===== config.mk =====
export PLATFORM = sky130hd
export DESIGN_NAME = imm_decode_stage
export DESIGN_NICKNAME = d
export VERILOG_FILES = /design/src/rtl/imm_pkg.sv /design/src/rtl/imm_extract.sv /design/src/rtl/imm_decode_stage.sv
export SDC_FILE = /design/constraint.sdc
export NUM_CORES = 1
export LEC_CHECK = 0
export CAP_MARGIN = 20
export CELL_PAD_IN_SITES_DETAIL_PLACEMENT = 2
export CELL_PAD_IN_SITES_GLOBAL_PLACEMENT = 2
export CORE_MARGIN = 10
export CORE_UTILIZATION = 28
export CTS_CLUSTER_SIZE = 30
export DETAILED_ROUTE_END_ITERATION = 10
export MAX_ROUTING_LAYER = met4
export PLACE_DENSITY_LB_ADDON = 0.1
export SYNTH_ARGS = -nofsm -noshare
export SYNTH_HDL_FRONTEND = slang
export SYNTH_HIERARCHICAL = 1
export SYNTH_SLANG_ARGS = --single-unit

===== constraint.sdc =====
create_clock -name clk -period 3.1 [get_ports clk]
set_clock_uncertainty 0.05 [all_clocks]
set_input_delay 0.93 -clock clk [delete_from_list [all_inputs] [get_ports clk]]
set_output_delay 0.93 -clock clk [all_outputs]
set_load 0.03 [all_outputs]

===== src/rtl/imm_pkg.sv =====
// Shared types for the immediate decode stage: format select encoding and width default.
package imm_pkg;

   localparam int XLEN_DEFAULT = 32;

   typedef enum logic [2:0] {
      IMM_I       = 3'd0,
      IMM_S       = 3'd1,
      IMM_B       = 3'd2,
      IMM_U       = 3'd3,
      IMM_J       = 3'd4,
      IMM_CSR     = 3'd5,
      IMM_SHAMT   = 3'd6,
      IMM_ILLEGAL = 3'd7
   } imm_fmt_e;

endpackage


===== src/rtl/imm_extract.sv =====
// Combinational immediate extraction: gathers the fields of each format into a
// 32-bit value, then sign-extends that value to XLEN.
module imm_extract
   import imm_pkg::*;
#(
   parameter int XLEN = XLEN_DEFAULT
) (
   input  logic [31:0]     instr,
   input  imm_fmt_e        fmt,
   output logic [XLEN-1:0] imm,
   output logic            illegal
);

   logic [31:0] v32;
   logic        unused_bits;

   assign unused_bits = &{1'b0, instr[6:0]};

   // Zero-extended formats keep v32[31]=0, so one sign-extension path serves all.
   always_comb begin
      v32     = '0;
      illegal = 1'b0;
      case (fmt)
         IMM_I:   v32 = {{20{instr[31]}}, instr[31:20]};
         IMM_S:   v32 = {{20{instr[31]}}, instr[31:25], instr[11:7]};
         IMM_B:   v32 = {{19{instr[31]}}, instr[31], instr[7], instr[30:25], instr[11:8], 1'b0};
         IMM_U:   v32 = {instr[31:12], 12'b0};
         IMM_J:   v32 = {{11{instr[31]}}, instr[31], instr[19:12], instr[20], instr[30:21], 1'b0};
         IMM_CSR: v32 = {27'b0, instr[19:15]};
         IMM_SHAMT: begin
            if (XLEN == 64) begin
               v32 = {26'b0, instr[25:20]};
            end else if (instr[25]) begin
               illegal = 1'b1;
            end else begin
               v32 = {27'b0, instr[24:20]};
            end
         end
         default: illegal = 1'b1;
      endcase
      imm = XLEN'($signed(v32));
   end

endmodule


===== src/rtl/imm_decode_stage.sv =====
// One-cycle immediate decode stage with a 2-entry skid buffer (output + skid)
// and a saturating counter of accepted illegal requests.
module imm_decode_stage
   import imm_pkg::*;
#(
   parameter int XLEN  = XLEN_DEFAULT,
   parameter int TAG_W = 32,
   parameter int ERR_W = 8
) (
   input  logic             clk,
   input  logic             reset,
   input  logic             in_valid,
   output logic             in_ready,
   input  logic [31:0]      instr,
   input  logic [2:0]       imm_ctrl,
   input  logic [TAG_W-1:0] in_tag,
   output logic             out_valid,
   input  logic             out_ready,
   output logic [XLEN-1:0]  imm_ext,
   output logic [TAG_W-1:0] out_tag,
   output logic             out_illegal,
   output logic [ERR_W-1:0] err_cnt
);

   // Handshake: a request transfers on a rising edge where in_valid && in_ready;
   // a result transfers where out_valid && out_ready. out_* hold while stalled.

   logic [XLEN-1:0]  ext_imm;
   logic             ext_illegal;
   logic             skid_valid;
   logic [XLEN-1:0]  skid_imm;
   logic [TAG_W-1:0] skid_tag;
   logic             skid_illegal;
   logic             accept;
   logic             consume;

   imm_extract #(.XLEN(XLEN)) u_extract (
      .instr   (instr),
      .fmt     (imm_fmt_e'(imm_ctrl)),
      .imm     (ext_imm),
      .illegal (ext_illegal)
   );

   // in_ready comes only from the skid flop, never from out_ready.
   assign in_ready = !skid_valid;
   assign accept   = in_valid && in_ready;
   assign consume  = out_valid && out_ready;

   always_ff @(posedge clk) begin
      if (reset) begin
         out_valid    <= 1'b0;
         imm_ext      <= '0;
         out_tag      <= '0;
         out_illegal  <= 1'b0;
         skid_valid   <= 1'b0;
         skid_imm     <= '0;
         skid_tag     <= '0;
         skid_illegal <= 1'b0;
         err_cnt      <= '0;
      end else begin
         if (consume) begin
            if (skid_valid) begin
               imm_ext     <= skid_imm;
               out_tag     <= skid_tag;
               out_illegal <= skid_illegal;
               skid_valid  <= 1'b0;
            end else if (accept) begin
               imm_ext     <= ext_imm;
               out_tag     <= in_tag;
               out_illegal <= ext_illegal;
            end else begin
               out_valid <= 1'b0;
            end
         end else if (accept) begin
            if (!out_valid) begin
               out_valid   <= 1'b1;
               imm_ext     <= ext_imm;
               out_tag     <= in_tag;
               out_illegal <= ext_illegal;
            end else begin
               skid_valid   <= 1'b1;
               skid_imm     <= ext_imm;
               skid_tag     <= in_tag;
               skid_illegal <= ext_illegal;
            end
         end

         if (accept && ext_illegal && (err_cnt != '1)) begin
            err_cnt <= err_cnt + 1'b1;
         end
      end
   end

endmodule


==> flow_summary.toml <==
[critical_path]
crit_path_end = "in_ready"
path_cells = "inv_1 > clkdlybuf4s50_1"
worstRegToRegCells = 7
critPathTopFamily = "buffers and inverters"
cp_num_buf_inv = 2
r2r-start = "skid_valid$_SDFFE_PP0P_"
path_depth = 2
worstSetupStartpointType = "register"
r2r-end = "imm_ext[27]$_SDFFE_PP0P_"
crit_type = "register to output port"
cp_slowest_cell = "clkdlybuf4s50_1"
critical_path.startpoint = "skid_valid$_SDFFE_PP0P_"
cp.arrival_ns = 1.82
max_stage_delay_ns = 0.79
cp_max_fo = 6
critPathRequiredTime_ns = 2.12
r2r_slack_ns = 0.95
crit_path_end_kind = "output port"

[power_and_ir_drop]
p_leak_uw = 0.002937
p_int_uw = 3413
swShare_pct = 31.33
switching_power_uw = 1558
seqPwrFrac_pct = 40.4
ir_worst_vdd_mv = 0.2549
power_density_nw_per_um2 = 602.4
clkPwrFrac_pct = 39.5
combPwrFrac_pct = 20.2

[final_layout]
final_cell_mix = "nand2_1 (275), dfxtp_1 (140), clkdlybuf4s50_1 (137)"
antenna_cells = 0
drive_above_1_share_pct = 7.506
mostFrequentLayoutCell = "nand2_1"
multiInputGateArea_um2 = 2920
area_growth_pct = 36.37
layout.area.seq_um2 = 2803
finalNetCount = 966
fillCellCount = 2380

[drt]
drt-total-wl_um = 22930
drtAntennaViolNets = 0
first_pass_iters = 4
drt_iter0_drc = 254
avgViaCountPerCell = 5.113
routedWlPerCell_um = 19.41
via_count = 6039
drc = 0

[sta]
setup_viol = 0
fin_crit_sh_pct = 90.28
min_period_ns = 2.799
hold_violations = 0
grt_setup_unrepaired = "no"
whs_ns = 0.4072
tns_ns = 0
maxSlewViolCount = 0
tightest_slew_ns = 0.5898
fmax_ghz = 0.3573
slew_headroom_pct = 60.68

[global_routing]
grt_max_degree = 75
grt.overflow.total = 0
grt_use_total_pct = 16.44
antenna_found_initial = 0
grt_first_pass_wirelength_um = 36780
grt_pass1_vias = 6769

[logic_synthesis]
synth-async-reset-ratio_pct = 0
synth_flop_cell = "dfxtp_1"
ys_ff_latch = 140
syn-num-nets = 854
yosys_warnings = 6
yosys.cell_types.count = 46
syn_area_um2 = 6051
synth_top_area_share_pct = 46.32
ys_seq_area_share_pct = 46.32
postSynthAreaPerCell_um2 = 7.748
synth_cells = 781
synth-edff-count = 0
synth.area.top_cells = "dfxtp_1 (46%), nand2_1 (17%), a311oi_1 (9.8%)"
synth_top_area_cell = "dfxtp_1"

[clock_tree]
cts_buffers = 17
cts_setup_buffers = 0
cts_resized = 0
cts_max_level = 4
clkTransAtPathRegs_ns = 0.07
cts_tree = "built"
insertion_delay_ns = 0.42
ctsHoldBuffers = 0
clock_path_buffers = 2
root_buffer = "clkbuf_16"
cts_sinks = 140

[job]
drv_cap = 0

[run_status]
outcome = "finished, final reports clean"

[placement]
routabilityCongestion = 0.8011
dp_hpwl_um = 15720
numPortBuffers = 138

[die]
io_pins = 146
coreArea_um2 = 21150
die_w_um = 167.0
num_rows = 53
dieHeight_um = 167.0
initial_core_util_pct = 28.60
dieArea_um2 = 27890

[hold_path]
hold_class = "register to register"
-- final cells by class --
cell class	count	share of cell area [%]
clock inverters	13	1.319
repair buffers	159	19.53
flip-flops and latches	140	33.97
well taps	275	4.170
multi-input cells	572	35.39
inverters	3	0.1365
clock buffers	19	5.489
-- Yosys cell counts, types with 2 or more instances --
cell,number
a21o_1,11
a21oi_1,70
a221o_1,4
a311oi_1,68
a31oi_1,9
and2_1,2
and3_1,12
and3b_1,2
buf_2,28
buf_4,9
buf_6,3
clkbuf_1,25
dfxtp_1,140
ha_1,2
inv_1,3
mux2_2,2
nand2_1,275
nand3_1,3
nor2_1,74
nor2b_1,2
o21ai_0,3
o21ai_1,9
xor2_1,2
-- state kept, by name, indices dropped and copies added, names as in the netlist --
| name | cells |
|---|---|
| skid_imm | 32 |
| skid_valid | 1 |
| out_valid | 1 |
| out_illegal | 1 |
| err_cnt | 8 |
| skid_illegal | 1 |
| imm_ext | 32 |
| skid_tag | 32 |
| out_tag | 32 |
-- per-stage QoR --
stage / instances / setup slack [ns] / total power, uW / util (%) / area (um2)
6_report: 1181 / 0.3012 / 4971 / 39.01 / 8252
2_1_floorplan: 781 / 0.5870 / 2600 / - / 6051
3_3_place_gp: 1149 / 0.1182 / 3021 / 36.35 / 7690
4_1_cts: 1181 / 0.2782 / 5045 / 39.01 / 8252
5_1_grt: 1181 / 0.2415 / 5206 / 39.01 / 8252
3_5_place_dp: 1149 / 0.02200 / 3063 / 36.35 / 7690
-- cell families (layout without fill, tap and decap cells) --
family                     count (synthesis)  in the layout  share of synthesized area [%]
AOI/OAI and AO/OA                        184            184                          21.01
and+or+nand+nor                          380            380                          25.50
buffers and inverters                     69            194                          5.790
adders and majority gates                  2              2                         0.4135
xor gates and xnor gates                   3              3                         0.4343
DFF                                      140            140                          46.32
muxes                                      3              3                         0.5376
-- metal layers --
layer / up-vias / track usage [%] / wire [um]
met5: - / - / 0
met4: 0 / 3.169 / 129
met3: 10 / 4.166 / 881
met2: 83 / 28.89 / 11740
met1: 3048 / 18.51 / 10180
li1: 2898 / - / -
-- power groups by stage --
stage | combinational [uW] | sequential [uW] | clock (uW)
detailed placement | 1020 | 2050 | 0
global route | 1090 | 2020 | 2090
floorplan | 379 | 2220 | 0
finish | 1000 | 2010 | 1960
CTS | 1020 | 2010 | 2020
global placement | 982 | 2040 | 0
-- worst min path at each step --
stage / end / cells past startpoint / start / slack (ns)
final: skid_tag[21]$_SDFFE_PP0P_ / 2 / skid_tag[21]$_SDFFE_PP0P_ / 0.41
after floorplan: skid_illegal$_SDFFE_PP0P_ / 2 / skid_illegal$_SDFFE_PP0P_ / 0.39
after global placement: skid_tag[15]$_SDFFE_PP0P_ / 2 / skid_tag[15]$_SDFFE_PP0P_ / 0.39
after global routing: skid_tag[1]$_SDFFE_PP0P_ / 2 / skid_tag[1]$_SDFFE_PP0P_ / 0.43
after CTS: skid_tag[1]$_SDFFE_PP0P_ / 2 / skid_tag[1]$_SDFFE_PP0P_ / 0.41
after detailed placement: skid_tag[1]$_SDFFE_PP0P_ / 2 / skid_tag[1]$_SDFFE_PP0P_ / 0.40
-- tightest hold or removal path, cell delays in order, from the launching register on --
cell     delay (ns)
dfxtp_1        0.31
nand2_1        0.05
a21oi_1        0.05
(Power assumes the default switching activity.)
